## config.mk

```make
export PLATFORM = sky130hd
export DESIGN_NAME = kt_countdown
export DESIGN_NICKNAME = d
export VERILOG_FILES = /design/src/rtl/kt_pkg.sv /design/src/rtl/kt_digit.sv /design/src/rtl/kt_countdown.sv
export SDC_FILE = /design/constraint.sdc
export NUM_CORES = 1
export LEC_CHECK = 0
export BUFFER_PORTS_ARGS = -buffer_cell sky130_fd_sc_hd__clkbuf_2
export CAP_MARGIN = 20
export CORE_AREA = 5 5 56 58
export DETAILED_ROUTE_END_ITERATION = 8
export DIE_AREA = 0 0 61 63
export PLACE_DENSITY = 0.89
export RECOVER_POWER = 100
export SLEW_MARGIN = 20
export SYNTH_ARGS = -nofsm -noshare
export SYNTH_HDL_FRONTEND = slang
export SYNTH_SLANG_ARGS = --single-unit
```

## constraint.sdc

```tcl
create_clock -name clk -period 4.5 [get_ports clk]
set_clock_uncertainty 0.15 [all_clocks]
set_input_delay 0.45 -clock clk [delete_from_list [all_inputs] [get_ports clk]]
set_output_delay 0.45 -clock clk [all_outputs]
set_load 0.02 [all_outputs]
```

## src/rtl/kt_pkg.sv

```systemverilog
// Shared constants for the KitchenTimer countdown core.
// State encodings, digit width and the default mm:ss modulus.
package kt_pkg;

    localparam int DIGIT_W = 4;

    localparam logic [1:0] KT_IDLE  = 2'd0;
    localparam logic [1:0] KT_RUN   = 2'd1;
    localparam logic [1:0] KT_PAUSE = 2'd2;
    localparam logic [1:0] KT_ALARM = 2'd3;

    localparam logic [15:0] KT_MOD_MMSS = 16'hAA6A;

    function automatic logic [DIGIT_W-1:0] kt_clamp(
        input logic [DIGIT_W-1:0] d,
        input logic [DIGIT_W-1:0] m
    );
        return (d >= m) ? m - 4'd1 : d;
    endfunction

endpackage

```

## src/rtl/kt_digit.sv

```systemverilog
// One modulus-MOD down-counting digit with borrow in/out.
// Loads clamp to MOD-1; a borrowing zero wraps to MOD-1.
module kt_digit
    import kt_pkg::*;
#(
    parameter logic [DIGIT_W-1:0] MOD = 4'd10
) (
    input  logic               clk,
    input  logic               reset,
    input  logic               load,
    input  logic [DIGIT_W-1:0] din,
    input  logic               bin,
    output logic [DIGIT_W-1:0] q,
    output logic               bout
);

    always_ff @(posedge clk or negedge reset) begin
        if (!reset) begin
            q <= '0;
        end else if (load) begin
            q <= kt_clamp(din, MOD);
        end else if (bin) begin
            q <= (q == '0) ? MOD - 4'd1 : q - 4'd1;
        end
    end

    assign bout = bin && (q == '0);

endmodule

```

## src/rtl/kt_countdown.sv

```systemverilog
// N-digit mixed-radix countdown timer with run-control FSM.
// Digits are chained by a combinational borrow; the FSM owns load/dec.
module kt_countdown
    import kt_pkg::*;
#(
    parameter int                NDIG = 4,
    parameter logic [4*NDIG-1:0] MOD  = KT_MOD_MMSS
) (
    input  logic              clk,
    input  logic              reset,
    input  logic              tick,
    input  logic              load,
    input  logic [4*NDIG-1:0] preset,
    input  logic              start,
    input  logic              stop,
    input  logic              clear,
    output logic [4*NDIG-1:0] q,
    output logic              running,
    output logic              done,
    output logic              alarm,
    output logic [1:0]        state
);

    logic [NDIG:0]     b;
    logic [4*NDIG-1:0] din;
    logic              ld;
    logic              qz;
    logic              qone;
    logic [1:0]        ns;
    logic              done_n;

    assign qz   = (q == '0);
    assign qone = (q == {{(4*NDIG-1){1'b0}}, 1'b1});

    // Clear reuses the load path with a zero operand.
    assign ld  = clear || (load && state != KT_RUN);
    assign din = clear ? '0 : preset;

    // Never decrement at zero, so the full count cannot wrap.
    assign b[0] = (state == KT_RUN) && tick && !stop && !clear && !qz;

    for (genvar i = 0; i < NDIG; i++) begin : g_dig
        kt_digit #(
            .MOD(MOD[i*DIGIT_W +: DIGIT_W])
        ) u_dig (
            .clk  (clk),
            .reset(reset),
            .load (ld),
            .din  (din[i*DIGIT_W +: DIGIT_W]),
            .bin  (b[i]),
            .q    (q[i*DIGIT_W +: DIGIT_W]),
            .bout (b[i+1])
        );
    end

    always_comb begin
        ns     = state;
        done_n = 1'b0;
        if (clear) begin
            ns = KT_IDLE;
        end else begin
            case (state)
                KT_IDLE, KT_PAUSE: begin
                    if (!load && start && !qz) ns = KT_RUN;
                end
                KT_RUN: begin
                    if (stop) begin
                        ns = KT_PAUSE;
                    end else if (tick && (qone || b[NDIG])) begin
                        ns     = KT_ALARM;
                        done_n = 1'b1;
                    end
                end
                default: begin
                    if (load || start) ns = KT_IDLE;
                end
            endcase
        end
    end

    always_ff @(posedge clk or negedge reset) begin
        if (!reset) begin
            state <= KT_IDLE;
            done  <= 1'b0;
        end else begin
            state <= ns;
            done  <= done_n;
        end
    end

    assign running = (state == KT_RUN);
    assign alarm   = (state == KT_ALARM);

endmodule
```

==> out/results.txt, run 1 <==
Worst-Skew Late Latency = 0.30 ns
Fin crit share = 56.3%
Cell variety after synth = 46
Synthesized cell area = 0.00129 mm^2
Max FO, Critical Path = 8
Hold_ws = 0.250 ns
Final Core Density = 57.9%
Gate Count Post-Synth = 148
# diodes = 0
Core area = 0.00262 mm^2
IO Pins = 44
Gr usage total = 19.4%
Worst Path Arrival = 2.59 ns
Post-layout nets = 217
LEAKAGE = 0.621 nW
Via density per instance = 6.30
Final Cell Area = 0.00151 mm^2
Async S/R FF share, synth = 100%
H-tree lvl count = 1
CTS max path bufs = 2
Crit path required time = 4.56 ns
Hold WC Path Type = in2reg
Post-cts gate resize count = 0
Max Clk Rate = 395 MHz
Max Slew Vio Count = 0
Final Hold Viols = 0
CTS tree = done
Post-layout min period = 2.53 ns
Layout area overhead = 17.0%
Mapped Nets = 171
Setup WS pre-CTS = 1.85 ns
Synthesized area per cell = 8.74 um^2
CP endpoint kind = register
Post-synthesis sequential element count = 19
Row count = 19
Die Wd = 61 um
Yosys warnings = 0
Wire per inst = 15.6 um
Number of enable flip-flop cells after synthesis = 0
Top cells by area, synth = dfrtp_1 37%, nand3_1 4.6%, nor4_1 3.9%
Placed cell area = 0.00151 mm^2
Initial antenna violation count = 0
Post-DP HPWL = 2710 um
First-pass GRT wire length = 5780 um
DRT iter0 DRCs = 93
Max_cap viols = 0
DRT Pass-1 Iters = 4
Yosys top cell by area = dfrtp_1
Final WS setup = 1.97 ns
Final setup violation count = 0
CTS root buf = clkbuf_4
Slew of the pin with the lowest slew margin = 0.984 ns
Placer's final routability congestion estimate = 0.881
Fill count = 272
Initial Utilization = 49.5%
Inst Count DP = 219
Final std cells w/o fill = 224
Number of routed nets with antenna violations = 0
Reg clk slew, reported paths = 0.11 ns
Pwr/cell area = 264 mW/mm^2
Crit Path Category = reg2reg
Post-Route Setup TNS = 0 ns
Headroom to the max-slew limit = 34.4%
Multi-input gate area = 753 um^2
Routed WL = 3510 um
Grt ovf = 0
Die Y = 63 um
Total Power = 0.400 mW
DR vias = 1412
DR DRC count = 0
Top cell type's share of synthesized area = 36.8%
Clk sink count = 19
Register area = 475 um^2
Status = complete, no violations
IO Port Bufs = 43
Seq/Total Area, Yosys = 36.8%
Startpoint types = register
Vias in the first global route = 1286
Most used DFF post-synth = dfrtp_1
Largest net degree at the start of global routing = 23
TritonCTS buffer count = 3
Worst vdd ir = 0.212 mV
RSZ-0062 raised after global routing = false
DIE AREA = 0.00384 mm^2
Share of post-route cells with drive strength above 1 = 17.1%
layer usage:
metal	track usage, %	share of wire [%]	up-vias
li1	-	-	682
met1	26.3	43	653
met2	30.5	48	66
met3	2.69	7.1	11
met4	7.32	2.2	0
met5	0	0	-
cell type report:
cell class                 instances  area share (%)
clock buffer                       4            1.74
inverter                           6            1.49
tap                               31            2.56
sequential                        19            31.4
timing repair buffer              44            13.1
multi-input combinational        120            49.8
critical path, cell delays in order, from the launching register on:
cell,delay (ns)
dfrtp_1,0.46
or4_1,0.62
or4_1,0.63
or3_1,0.34
a311oi_1,0.25
placed cells by master, fill, tap and decap left out, drive strengths merged, types with 6 or more instances in the layout:
cell type,netlist,routed
clkbuf,1,47
dfrtp,19,19
nor2,13,13
nand3,12,12
nor4,8,8
nand2,8,8
nor3,8,8
a21oi,8,8
inv,6,6
o21ai,6,6
synth_stat cells (3+ instances only):
library cell / number
a211oi_1: 4
a21oi_1: 8
and3_1: 3
dfrtp_1: 19
inv_1: 6
nand2_1: 8
nand3_1: 12
nor2_1: 13
nor3_1: 8
nor4_1: 8
o211ai_1: 3
o21a_1: 4
o21ai_0: 6
or3b_2: 3
what timing repair did:
action / CTS / global route
hold buffers: 1 / 0
setup buffers: 0 / 0
hold endpoints to repair: 19 / 0
state kept, by name (all words and copies together), names as in the netlist:
signal	flops
state	2
done	1
g_dig.u_dig.q	16
logic make-up (layout without fill, tap and decap cells):
logic type / count (synthesis) / after routing / synth area share (%)
AND/OR/NAND/NOR: 75 / 75 / 33.9
buffers and inverters: 9 / 54 / 4.45
AO/OA/AOI/OAI: 43 / 43 / 23.3
multiplexers: 2 / 2 / 1.64
flip-flops: 19 / 19 / 36.8
final timing paths:
check,from,to,slack [ns],depth (start not counted)
max,g_dig[1].u_dig.q[0]$_DFFE_PN0P_,g_dig[2].u_dig.q[0]$_DFFE_PN0P_,1.97,4
min,preset[2],g_dig[0].u_dig.q[2]$_DFFE_PN0P_,0.25,3
max reg2reg,g_dig[1].u_dig.q[0]$_DFFE_PN0P_,g_dig[2].u_dig.q[0]$_DFFE_PN0P_,1.97,4
min reg2reg,g_dig[1].u_dig.q[3]$_DFFE_PN0P_,g_dig[1].u_dig.q[3]$_DFFE_PN0P_,0.45,1
max in group asynchronous,reset,g_dig[2].u_dig.q[2]$_DFFE_PN0P_,2.94,2
min in group asynchronous,reset,g_dig[0].u_dig.q[0]$_DFFE_PN0P_,0.67,2
report_power, final:
| group | internal, mW | total (mW) | switching, mW |
|---|---|---|---|
| logic | 0.0402 | 0.115 | 0.0747 |
| clock network | 0.0345 | 0.0868 | 0.0523 |
| registers | 0.181 | 0.198 | 0.0172 |
No activity file was read; power rests on OpenSTA's default activity.
==> run 2: changes to the inputs <==
--- a/config.mk
+++ b/config.mk
@@ -7,10 +7,10 @@
 export LEC_CHECK = 0
 export BUFFER_PORTS_ARGS = -buffer_cell sky130_fd_sc_hd__clkbuf_2
 export CAP_MARGIN = 20
-export CORE_AREA = 5 5 56 58
+export CORE_AREA = 5 5 57 59
 export DETAILED_ROUTE_END_ITERATION = 8
-export DIE_AREA = 0 0 61 63
-export PLACE_DENSITY = 0.89
+export DIE_AREA = 0 0 62 64
+export PLACE_DENSITY = 0.86
 export RECOVER_POWER = 100
 export SLEW_MARGIN = 20
 export SYNTH_ARGS = -nofsm -noshare
==> constraint.sdc (replaced) <==
create_clock -name clk -period 2.5 [get_ports clk]
set_clock_uncertainty 0.15 [all_clocks]
set_input_delay 0.25 -clock clk [delete_from_list [all_inputs] [get_ports clk]]
set_output_delay 0.25 -clock clk [all_outputs]
set_load 0.02 [all_outputs]
==> run 2 against run 1 <==
Combinational power up 100%. Register-to-register slack worse by 1.8 ns. Worst hold slack worse by 0.21 ns. Sequential share of layout area down 1.4 points. Count of clock-buffer cells in the layout unchanged. Critical path type unchanged.
==> out/results.txt, run 2 (synthesized netlist as in run 1, its figures left out) <==
Commonest cells after routing, fill and taps aside = 26 x clkbuf_1, 21 x clkbuf_2, 19 x dfrtp_1
Status = complete, no violations
Reg2reg path depth = 4
WL met1 = 1590 um
RSZ-0062 raised after global routing = false
Max incr delay on CP = 0.59 ns
Inst Count DP = 229
Setup bufs post-CTS = 0
Layout area overhead = 22.5%
Reg2Reg Setup Slack = 0.13 ns
Post-cts gate resize count = 0
Critical hold path startpoint = preset[5]
Vias in the first global route = 1279
Hold_buf cts = 1
DRT Pass-1 Iters = 4
Crit path required time = 2.56 ns
Largest registers = g_dig.u_dig.q x16, state x2, done x1
Max_cap viols = 0
Clk sink count = 19
Max FO, Critical Path = 5
Share of post-route cells with drive strength above 1 = 20.7%
FF-to-FF End = g_dig[2].u_dig.q[0]$_DFFE_PN0P_
# diodes = 0
DRT iter0 DRCs = 56
CTS root buf = clkbuf_4
DR DRC count = 0
Final setup violation count = 0
Top reg by flops = g_dig.u_dig.q
Highest metal used = met4
Post-Route Setup TNS = 0 ns
Slew of the pin with the lowest slew margin = 1.02 ns
Gr usage total = 19.2%
Placed cell area = 0.00159 mm^2
Setup WS pre-CTS = 0.144 ns
Headroom to the max-slew limit = 31.8%
Crit-path leading delay family = simple AND/OR/NAND/NOR gates
Startpoint types = register
Top cell by count, worst path = or4_4
Post-layout nets = 227
DR WL met2 = 1770 um
Post-layout min period = 2.37 ns
IO Pins = 44
TritonCTS buffer count = 3
Worst Path Arrival = 2.44 ns
Commonest non-fill, non-tap cell in the layout = clkbuf_1
Worst R2R Start = g_dig[1].u_dig.q[0]$_DFFE_PN0P_
Largest net degree at the start of global routing = 22
Max FFs per register = 16
H-tree lvl count = 1
Row count = 19
Final std cells w/o fill = 234
Slowest-stage cell, CP = or4_4
WHS Path Cells = 3
Worst-Skew Late Latency = 0.30 ns
Max Clk Rate = 421 MHz
LEAKAGE = 0.661 nW
Number of routed nets with antenna violations = 0
IO Port Bufs = 43
DR vias = 1439
Worst vdd ir = 0.340 mV
Final Cell Area = 0.00159 mm^2
Grt ovf = 0
Die Y = 64 um
Die Wd = 62 um
Final WS setup = 0.127 ns
Max Slew Vio Count = 0
Reg clk slew, reported paths = 0.11 ns
Critical path buffer and inverter count = 0
Wire per inst = 15.6 um
Post-DP HPWL = 2830 um
CP endpoint kind = register
Via density per instance = 6.15
Placer's final routability congestion estimate = 0.805
Pwr/cell area = 466 mW/mm^2
Initial antenna violation count = 0
CP Cell Sequence = or4_4 > or4_4 > or3_1 > a311oi_1
Crit Path Category = reg2reg
Final Hold Viols = 0
Total length of routed met3 wires = 254 um
CTS max path bufs = 2
Initial Utilization = 48.6%
First-pass GRT wire length = 5880 um
Core area = 0.00266 mm^2
DIE AREA = 0.00397 mm^2
Routed WL = 3660 um
Fin crit share = 94.9%
Hold Path End = g_dig[1].u_dig.q[1]$_DFFE_PN0P_
CTS tree = done
Hold WC Path Type = in2reg
run 2: cell count changes in the layout (fill, tap and decap cells not counted):
cell | previous run | this run
or4_1 | 3 | 1
clkbuf_1 | 23 | 26
or4_4 | 0 | 2
buf_4 | 0 | 7
run 2: worst max path at each step:
| stage | startpoint | end | slack, ns | cells after the start |
|---|---|---|---|---|
| floorplan | g_dig[1].u_dig.q[0]$_DFFE_PN0P_ | g_dig[2].u_dig.q[0]$_DFFE_PN0P_ | 0.08 | 4 |
| global placement | g_dig[0].u_dig.q[1]$_DFFE_PN0P_ | g_dig[2].u_dig.q[0]$_DFFE_PN0P_ | 0.20 | 4 |
| detailed placement | g_dig[1].u_dig.q[0]$_DFFE_PN0P_ | g_dig[2].u_dig.q[0]$_DFFE_PN0P_ | 0.14 | 4 |
| CTS | g_dig[1].u_dig.q[0]$_DFFE_PN0P_ | g_dig[2].u_dig.q[0]$_DFFE_PN0P_ | 0.12 | 4 |
| global route | g_dig[1].u_dig.q[0]$_DFFE_PN0P_ | g_dig[2].u_dig.q[0]$_DFFE_PN0P_ | 0.03 | 4 |
| finish | g_dig[1].u_dig.q[0]$_DFFE_PN0P_ | g_dig[2].u_dig.q[0]$_DFFE_PN0P_ | 0.13 | 4 |
run 2: worst register-to-register path: stages, from the launching register on:
cell and delay, ns:
dfrtp_1 0.40, or4_4 0.57, or4_4 0.59, or3_1 0.32, a311oi_1 0.26
run 2: power by group:
| group | total [mW] | switching (mW) | internal (mW) |
|---|---|---|---|
| logic | 0.230 | 0.144 | 0.0855 |
| clock network | 0.157 | 0.0946 | 0.0622 |
| registers | 0.352 | 0.0266 | 0.325 |
run 2: area by class of cell:
cell class / count / area (um^2)
Fill cell: 257 / 1080
Multi-Input combinational cell: 120 / 761
Sequential cell: 19 / 475
Timing Repair Buffer: 54 / 262
Tap cell: 31 / 38.8
Clock buffer: 4 / 26.3
Inverter: 6 / 22.5
run 2: metrics by stage:
| stage | hold WS [ns] | power, mW | utilization, % |
|---|---|---|---|
| after floorplan | -0.196 | 0.497 | - |
| after global placement | 0.0766 | 0.590 | 59.6 |
| after detailed placement | 0.0807 | 0.594 | 59.6 |
| after CTS | 0.0447 | 0.749 | 61.0 |
| after global routing | 0.0473 | 0.778 | 59.5 |
| final | 0.0414 | 0.739 | 59.5 |
run 2: routing by layer:
metal	global-route usage, %	vias up
li1	-	708
met1	26.4	676
met2	30.4	49
met3	4.02	6
met4	4.51	0
met5	0	-
